### src/rtl/cla_adder_pipe.sv
// Pipelined carry-lookahead adder with valid/ready flow control, carry-out and signed overflow.
// Optional subtract mode is enabled by defining CLA_SUB_EN (adds the `sub` port).
module cla_adder_pipe #(
    parameter int unsigned WIDTH  = 32,
    parameter int unsigned STAGES = 4,
    parameter int unsigned GROUP  = 4
) (
    input  logic             clk,
    input  logic             rst,
    input  logic             in_valid,
    output logic             in_ready,
    input  logic [WIDTH-1:0] ain,
    input  logic [WIDTH-1:0] bin,
    input  logic             cin,
`ifdef CLA_SUB_EN
    input  logic             sub,
`endif
    output logic             out_valid,
    input  logic             out_ready,
    output logic [WIDTH-1:0] sum,
    output logic             cout,
    output logic             ovf
);

    localparam int unsigned SEG  = WIDTH / STAGES;
    localparam int unsigned NGRP = SEG / GROUP;
    localparam int unsigned LAST = STAGES - 1;

    // Per-stage registers: low sum bits done so far, operands still to process, segment carry.
    logic [STAGES-1:0] v_q;
    logic [WIDTH-1:0]  a_q [STAGES];
    logic [WIDTH-1:0]  b_q [STAGES];
    logic [WIDTH-1:0]  s_q [STAGES];
    logic [STAGES-1:0] c_q;
    logic              ovf_q;

    logic [WIDTH-1:0]  a_nx [STAGES];
    logic [WIDTH-1:0]  b_nx [STAGES];
    logic [WIDTH-1:0]  s_nx [STAGES];
    logic [STAGES-1:0] c_nx;
    logic              cm_nx;
    logic [STAGES-1:0] up_v;
    logic [STAGES-1:0] rdy;

    logic [WIDTH-1:0]  b_eff;
    logic              c_eff;
    logic [WIDTH-1:0]  pa;
    logic [WIDTH-1:0]  pb;
    logic [WIDTH-1:0]  ps;
    logic              pc;
    logic              pv;
    logic [GROUP-1:0]  gp;
    logic [GROUP-1:0]  gg;
    logic [GROUP:0]    gc;
    int unsigned       base;
    logic              racc;

    // Lookahead carries of one group: c[i+1] = g[i] | p[i]g[i-1] | ... | p[i..0]ci.
    function automatic logic [GROUP:0] cla_group(input logic [GROUP-1:0] p,
                                                 input logic [GROUP-1:0] g,
                                                 input logic             ci);
        logic [GROUP:0] c;
        logic           acc;
        logic           pp;
        c    = '0;
        c[0] = ci;
        for (int i = 0; i < int'(GROUP); i++) begin
            acc = g[i];
            pp  = p[i];
            for (int j = i - 1; j >= 0; j--) begin
                acc = acc | (pp & g[j]);
                pp  = pp & p[j];
            end
            c[i+1] = acc | (pp & ci);
        end
        return c;
    endfunction

`ifdef CLA_SUB_EN
    assign b_eff = sub ? ~bin : bin;
    assign c_eff = sub | cin;
`else
    assign b_eff = bin;
    assign c_eff = cin;
`endif

    // Each stage adds its segment on top of whatever its upstream register (or the ports) holds.
    always_comb begin
        pa    = ain;
        pb    = b_eff;
        ps    = '0;
        pc    = c_eff;
        pv    = in_valid;
        cm_nx = 1'b0;
        c_nx  = '0;
        up_v  = '0;
        gp    = '0;
        gg    = '0;
        gc    = '0;
        base  = 0;
        for (int unsigned k = 0; k < STAGES; k++) begin
            a_nx[k] = pa;
            b_nx[k] = pb;
            s_nx[k] = ps;
            up_v[k] = pv;
            for (int unsigned grp = 0; grp < NGRP; grp++) begin
                base = k * SEG + grp * GROUP;
                gp   = pa[base +: GROUP] ^ pb[base +: GROUP];
                gg   = pa[base +: GROUP] & pb[base +: GROUP];
                gc   = cla_group(gp, gg, pc);
                s_nx[k][base +: GROUP] = gp ^ gc[GROUP-1:0];
                pc   = gc[GROUP];
                if (k == LAST && grp == NGRP - 1) begin
                    cm_nx = gc[GROUP-1];
                end
            end
            c_nx[k] = pc;
            pa = a_q[k];
            pb = b_q[k];
            ps = s_q[k];
            pc = c_q[k];
            pv = v_q[k];
        end
    end

    // A stage may load when it is empty or the stage after it is moving.
    always_comb begin
        rdy  = '0;
        racc = out_ready;
        for (int k = int'(STAGES) - 1; k >= 0; k--) begin
            racc   = ~v_q[k] | racc;
            rdy[k] = racc;
        end
    end

    assign in_ready = rdy[0];

    // Data registers only load on a real item so bubbles leave the held result untouched.
    always_ff @(posedge clk) begin
        if (rst) begin
            v_q   <= '0;
            c_q   <= '0;
            ovf_q <= 1'b0;
            for (int unsigned k = 0; k < STAGES; k++) begin
                a_q[k] <= '0;
                b_q[k] <= '0;
                s_q[k] <= '0;
            end
        end else begin
            for (int unsigned k = 0; k < STAGES; k++) begin
                if (rdy[k]) begin
                    v_q[k] <= up_v[k];
                    if (up_v[k]) begin
                        a_q[k] <= a_nx[k];
                        b_q[k] <= b_nx[k];
                        s_q[k] <= s_nx[k];
                        c_q[k] <= c_nx[k];
                        if (k == LAST) begin
                            ovf_q <= c_nx[k] ^ cm_nx;
                        end
                    end
                end
            end
        end
    end

    assign out_valid = v_q[LAST];
    assign sum       = s_q[LAST];
    assign cout      = c_q[LAST];
    assign ovf       = ovf_q;

endmodule

### config.mk
export PLATFORM = sky130hd
export DESIGN_NAME = cla_adder_pipe
export DESIGN_NICKNAME = d
export VERILOG_FILES = /design/src/rtl/cla_adder_pipe.sv
export SDC_FILE = /design/constraint.sdc
export NUM_CORES = 1
export LEC_CHECK = 0
export BUFFER_PORTS_ARGS = -buffer_cell sky130_fd_sc_hd__buf_2
export CORE_MARGIN = 8
export CORE_UTILIZATION = 40
export DETAILED_ROUTE_END_ITERATION = 6
export RECOVER_POWER = 100
export SYNTH_ARGS = -nofsm -noshare
export SYNTH_HDL_FRONTEND = slang
export SYNTH_SLANG_ARGS = --single-unit
### constraint.sdc
create_clock -name clk -period 3 [get_ports clk]
set_input_delay 0 -clock clk [delete_from_list [all_inputs] [get_ports clk]]
set_output_delay 0 -clock clk [all_outputs]
set_load 0.01 [all_outputs]
== After elaboration in Yosys (flattened, before gate mapping) ==
Memories as Yosys holds them, arrays and structs flattened.
Index checks and enable logic that the tools add are counted.
Cells by class
  muxes and demuxes: 30
  bitwise operators: 253
  reductions and logical operators: 4
Operators by type and width (number)
  $mux 32: 12
  $and 1x1->1: 128
  $or 1x1->1: 96
  $xor 4x4->4: 16
  $and 4x4->4: 8
  $mux 1: 18
  $reduce_and 2->1: 4
  $not 1->1: 4
  $xor 1x1->1: 1
Word-level totals
  register bits: 9
  RAM bits: 384
  input bits: 69
  output and inout bits: 36
  word-level logic and storage cells: 299
  memories: 3
Memory list
  a_q: words 4, width 32, rd ports 3, clocked after memory_dff 0, wr ports 4, line 31  | logic [WIDTH-1:0] a_q [STAGES];
  b_q: words 4, width 32, rd ports 3, clocked after memory_dff 0, wr ports 4, line 32  | logic [WIDTH-1:0] b_q [STAGES];
  s_q: words 4, width 32, rd ports 4, clocked after memory_dff 0, wr ports 4, line 33  | logic [WIDTH-1:0] s_q [STAGES];

== Logic depth before layout (Yosys ltp) ==
Gate-level depths: netlist (run 1).
An unclocked memory read counts as a cell.
  depth in word-level cells: 11
  depth in mapped cells: 9
  depth with buffers taken out: 9

== Least setup slack after synthesis (run 1) ==
Ideal clock, no wire load.
  kind: reg2reg
  start point: register v_q[3]
  end point: memory a_q[0][10] (enable)
  setup time: 0.642 ns
  data arrival time: 1.965 ns
  data required time: 2.358 ns
  path slack: 0.393 ns
  cell stages (with the launch flop): 5
  path buffers: 0
  cells stage by stage: dfxtp_1 nand4b_1 or2_1 nand2_1 nand2b_1
RTL lines
  from (decl): line 30  | logic [STAGES-1:0] v_q;
  from (signal, indexed assignment): line 152  | v_q[k] <= up_v[k];
  to (decl): line 31

==> metrics.yaml, run 1 <==
r2r_slack_ps: 500
netlist_instances: 569
via_per_inst: 4.47
cts_resized: 0
synth_edf_count: 176
dr_wl_met3_um: 595
arrival_ps: 2660
insertion_delay_ps: 420
p_sw_mw: 1.33
wl_per_cell_um: 13.4
ys_warn_count: 0
crit_fanout: 4
clkTransAtPathRegs_ps: 70
p_leak_nw: 3.97
dieArea_um2: 25000
syn_to_final_growth_pct: 23.9
syn_nets: 678
clockPowerShare: 0.406
timing.final.max_slew_violations: 41
slew_headroom: -0.171
ys_types: 48
cts-root-buf: "clkbuf_16"
gp_congestion: 0.808
core_area_um2: 20000
die_w_um: 158
hold_slack_ps: 50.9
vias: 4527
seq_area_frac_synth: 0.676
cts_buffers: 17
pin_count: 105
clock_sinks: 185
finClkSkew_ps: 6.01
cts_tree: "done"
grt_pass1_wl_um: 22300
avgSynthCellArea_um2: 14.2
drv_cap: 1
cellInternalPower_mw: 4.58
critPathRequiredTime_ps: 3160
p_comb_frac: 0.080
violations: "capacitance limit, slew limit"
route.detailed.drc: 0
utilization: 0.500
timing.final.crit_share: 0.833
cp-end-kind: "register"
ys_ff_latch: 185
dpl.hpwl_um: 10100
overflow: 0
fin_setup_tns_ps: 0
worstSetupStartpointType: "register"
setup-violations-final: 0
netlist_area_um2: 8090
setup_ws_ps: 501
grt_antenna_before_repair: 0
hold_class: "input port to register"
numPortBuffers: 104
ant_nets: 0
hold_viol: 0
start_util: 0.404
ys.flop_type: "edfxtp_1"
yosys-top-cells-area: "edfxtp_1, and2_1, ha_1, dfxtp_1, fa_1"
final-seq-area_um2: 5470
max_freq_mhz: 400
place_ws_ps: 573
wl_met1_um: 6850
rsz0062_at_grt: "no"
top_layer_used: "met4"
clock_path_buffers: 2
power.density_nw_per_um2: 589
routed_wl_um: 13600
worstMarginPinSlew_ps: 1760
ir_drop_v: 0.000365
nets: 839
multi_input_area_um2: 2470
period_needed_ps: 2500
seqPwrFrac: 0.514
yosysTopAreaCell: "edfxtp_1"
p_sw_frac: 0.225
critical_path_class: "register to register"
synth_top_area_frac: 0.653
grt_pass1_vias: 4745
diodes: 0
layout-drive-gt1-share: 0.144
async_reset_ff_frac: 0
status: "complete, but fails checks"
htreeDepth: 4
first_iter_violations: 217
num_rows: 52
wl_met2_um: 5960
nFillCells: 1795
grt_start_max_net_pins: 49
die_y_um: 158
dr.pass1.iters: 4
track_usage: 0.113
worst paths after layout:
check,from,endpoint,cells past startpoint
worst max-delay path,a_q[0][8]$_SDFFCE_PN0P_,s_q[1][13]$_SDFFCE_PN0P_,9
worst min-delay path,ain[4],s_q[0][4]$_SDFFCE_PN0P_,3
worst max register to register,a_q[0][8]$_SDFFCE_PN0P_,s_q[1][13]$_SDFFCE_PN0P_,9
worst min register to register,ovf$_SDFFE_PP0P_,ovf$_SDFFE_PP0P_,2
through the flow:
| stage | area, um2 | instances | total power, mW |
|---|---|---|---|
| final | 10000 | 1013 | 5.91 |
| after global routing | 10000 | 1013 | 6.14 |
| after CTS | 10100 | 1013 | 5.98 |
| after detailed placement | 8910 | 928 | 3.54 |
| after global placement | 8910 | 928 | 3.51 |
| after floorplan | 8090 | 569 | 3.38 |
cells in the mapped netlist, types with 2 or more instances:
master,n
and2_1,149
o21ai_0,7
ha_1,32
o31a_1,3
or3_1,2
xnor2_1,9
inv_1,18
xor2_1,5
nand3b_1,4
a21oi_1,14
dfxtp_1,9
a21o_1,13
nor3_1,13
clkbuf_1,17
o21ai_1,2
nor2_1,28
nor4_1,3
nand2_1,9
o21a_1,6
or2_1,2
edfxtp_1,176
or4_1,3
a21oi_2,2
nand2b_1,8
nor2b_1,2
a211oi_1,2
fa_1,8
nand3_1,2
nor3b_1,2
registers in the layout, summed over array words and instances, names as in the netlist:
signal / flops
v_q: 4
b_q: 48
c_q: 4
a_q: 48
s_q: 80
ovf: 1
timing repair:
item / in CTS / in global routing
hold buffers: 53 / 0
hold endpoints to repair: 52 / 0
buffers inserted: 0 / 0
power by group through the flow:
stage / sequential [mW] / clock [mW] / combinational, mW
global placement: 3.09 / 0 / 0.423
global route: 3.05 / 2.55 / 0.536
CTS: 3.04 / 2.45 / 0.496
detailed placement: 3.09 / 0 / 0.441
floorplan: 3.09 / 0 / 0.285
finish: 3.04 / 2.40 / 0.474
routing by layer:
| metal | vias to the layer above | global-route usage |
|---|---|---|
| li1 | 2350 | - |
| met1 | 2070 | 0.149 |
| met2 | 91 | 0.173 |
| met3 | 16 | 0.0352 |
| met4 | 0 | 0.0422 |
| met5 | - | 0 |
area by class of cell:
| type | count | share of cell area |
|---|---|---|
| clock inverters | 15 | 0.0225 |
| inverters | 18 | 0.00674 |
| well taps | 270 | 0.0337 |
| repair buffers | 160 | 0.102 |
| multi-input cells | 348 | 0.247 |
| clock buffers | 17 | 0.0425 |
| flip-flops and latches | 185 | 0.546 |
worst max-delay path, cell delays in order (launching register included):
cell and delay, ps:
edfxtp_1 390, ha_1 300, a21o_1 170, a21o_1 190, and2_0 210, o21ai_0 240
nand2b_1 110, fa_1 400, xnor2_1 160, nor2_1 50
kinds of logic (layout without fill, tap and decap cells):
kind of cell               count (synthesis)  after routing  share of synthesized area
and+or+nand+nor                          231            231                      0.167
DFF                                      185            185                      0.676
AOI/OAI and AO/OA                         61             61                     0.0535
adders and majority gates                 40             40                     0.0693
buffers and inverters                     36            210                     0.0169
xor gates and xnor gates                  14             14                     0.0152
muxes                                      2              2                    0.00263
placed cells by master (no fill, tap or decap), drive strengths merged, types with 2 or more instances in the layout:
cell type    netlist  final
edfxtp           176    176
and2             150    150
buf                1     70
clkbuf            17     54
dlygate4sd3        0     53
ha                32     32
nor2              28     28
inv               18     28
a21oi             16     16
a21o              14     14
nor3              13     13
nand2              9      9
xnor2              9      9
dfxtp              9      9
o21ai              9      9
fa                 8      8
nand2b             8      8
o21a               6      6
xor2               5      5
nand3b             4      4
or4                3      3
nor4               3      3
o31a               3      3
bufinv             0      3
or2                3      3
a211oi             2      2
nor2b              2      2
or3                2      2
nor3b              2      2
nand3              2      2
clkinv             0      2
(Power assumes the default switching activity.)
==> run 2, diff against run 1 <==
Clock period 3 ns to 2.11 ns, I/O delays scaled along.
==> run 2 against run 1 <==
Non-clock buffer count increased by 13; core utilization grew 0.86 points; combinational power is 56% higher; maximum frequency grew 13%; the flow finishes with violations (setup timing); largest power group unchanged; largest cell class unchanged; sequential share of layout area decreased by 0.92 points; setup slack worse by 600 ps; sequential power is 42% higher; first-iteration DRC count up 6.9%; total power grew 38%; hold slack worse by 26 ps; final cell count rose by 1.3%.
==> metrics.yaml, run 2 (synthesis gave the netlist of run 1 again) <==
status: "complete, but fails checks"
violations: "setup timing"
clkTransAtPathRegs_ps: 70
wl_per_cell_um: 13.6
final_common_cell: "edfxtp_1"
routed_wl_um: 13900
r2r_slack_ps: -90
num_rows: 52
timing.final.crit_share: 1.04
arrival_ps: 2380
cts_buffers: 17
grt_antenna_before_repair: 0
critPathTopFamily: "adder cells"
slew_headroom: 0.372
gp_congestion: 0.822
wl_met2_um: 6410
top_regs: "s_q (80), a_q (48), b_q (48)"
hold_slack_ps: 24.8
die_w_um: 158
ant_nets: 0
cts-root-buf: "clkbuf_16"
start_util: 0.404
insertion_delay_ps: 430
slowest_delay_ps: 390
route.detailed.drc: 0
reg2reg_to: "s_q[1][13]$_SDFFCE_PN0P_"
largest_reg_flops: 80
worstPathCellList: "ha_1 > a21o_1 > a21o_1 > and2_4 > o21ai_2 > nand2b_1 > fa_2 > xnor2_1 > nor2_1"
rsz0062_at_grt: "yes"
first_iter_violations: 232
slowest_stage: "edfxtp_1"
clock_path_buffers: 2
top_layer_used: "met4"
setup_ws_ps: -94.3
nets: 852
pin_count: 105
dpl.cell_count: 939
timing.final.max_slew_violations: 0
drv_cap: 0
vias: 4605
critPathRequiredTime_ps: 2290
setup-violations-final: 5
cp_num_buf_inv: 0
crit_fanout: 3
ff2ff_path_depth: 9
via_per_inst: 4.49
critical_path_class: "register to register"
diodes: 0
worstMarginPinSlew_ps: 942
r2r-start: "b_q[0][8]$_SDFFCE_PN0P_"
cp-end-kind: "register"
p_leak_nw: 4.13
die_y_um: 158
dieArea_um2: 25000
layout.cells.non_filler: 1026
worstSetupStartpointType: "register"
grt_pass1_wl_um: 22800
min_from: "bin[7]"
hold_viol: 0
layout-drive-gt1-share: 0.179
fin_setup_tns_ps: -257
wl_met1_um: 6750
dr_wl_met3_um: 552
period_needed_ps: 2200
core_area_um2: 20000
dr.pass1.iters: 6
clock_sinks: 185
grt_start_max_net_pins: 57
cts_tree: "done"
hold_depth: 4
power.density_nw_per_um2: 801
hold_class: "input port to register"
multi_input_area_um2: 2560
ir_drop_v: 0.000558
nFillCells: 1761
finClkSkew_ps: 5.21
htreeDepth: 4
largest_register: "s_q"
max_freq_mhz: 454
grt_pass1_vias: 4713
dpl.hpwl_um: 10200
numPortBuffers: 104
layout_common_cells: "edfxtp_1, and2_1, buf_2"
cpMostUsedCell: "a21o_1"
final-seq-area_um2: 5470
min_to: "c_q[0]$_SDFFE_PP0P_"
overflow: 0
syn_to_final_growth_pct: 26.0
track_usage: 0.117
==> run 2: changes by cell type in the layout (fill, tap and decap cells not counted), sizes merged <==
cell	change
clkbuf	+1
clkinv	+4
bufinv	-3
inv	-2
clkinvlp	+1
buf	+12
==> run 2: worst max-delay path by stage <==
stage | start | endpoint | slack, ps | cells after the start
after global placement | b_q[0][8]$_SDFFCE_PN0P_ | s_q[1][12]$_SDFFCE_PN0P_ | -60 | 8
after global routing | b_q[0][8]$_SDFFCE_PN0P_ | s_q[1][13]$_SDFFCE_PN0P_ | -180 | 9
after CTS | a_q[0][8]$_SDFFCE_PN0P_ | s_q[1][13]$_SDFFCE_PN0P_ | -90 | 9
after detailed placement | b_q[0][8]$_SDFFCE_PN0P_ | s_q[1][12]$_SDFFCE_PN0P_ | -120 | 8
after floorplan | b_q[0][48]$_SDFFCE_PN0P_ | s_q[2][20]$_SDFFCE_PN0P_ | -20 | 7
final | b_q[0][8]$_SDFFCE_PN0P_ | s_q[1][13]$_SDFFCE_PN0P_ | -90 | 9
==> run 2: final cells by class <==
class / instances / share of cell area
Tap cell: 270 / 0.0331
Clock inverter: 15 / 0.0172
Inverter: 18 / 0.00663
Timing Repair Buffer: 173 / 0.113
Clock buffer: 17 / 0.0417
Sequential cell: 185 / 0.536
Multi-Input combinational cell: 348 / 0.252
==> run 2: power breakdown <==
part           switching (mW)  internal [mW]
registers              0.0654           4.25
clock network            1.51           1.60
logic                   0.384          0.356
total                    1.96           6.20
==> run 2: metrics by stage <==
| stage | power, mW | setup WS, ps | instance area [um2] | utilization |
|---|---|---|---|---|
| floorplan | 4.80 | -22.3 | 8100 | - |
| global placement | 5.02 | -65.0 | 9050 | 0.452 |
| detailed placement | 5.06 | -119 | 9050 | 0.452 |
| CTS | 8.24 | -91.8 | 10200 | 0.510 |
| global route | 8.49 | -182 | 10200 | 0.509 |
| finish | 8.16 | -94.3 | 10200 | 0.509 |
==> run 2: worst register-to-register path: cells and delay by family, from the launching register on <==
kind | cells | cell delay, ps
AO/OA/AOI/OAI | 3 | 470
XOR/XNOR | 1 | 150
adder cells (fa/ha/maj) | 2 | 650
flip-flops | 1 | 390
AND/OR/NAND/NOR | 3 | 290
==> run 2: repair_timing <==
action,in CTS,in global routing
buffers inserted,2,0
endpoints found under the setup margin,6,44
hold buffers,53,0
endpoints found under the hold margin,52,0
pin swaps,6,4
resized for setup,2,6
==> run 2: metal layers <==
layer / vias to the layer above / GRT usage
li1: 2384 / -
met1: 2116 / 0.152
met2: 93 / 0.181
met3: 12 / 0.0341
met4: 0 / 0.0463
met5: - / 0
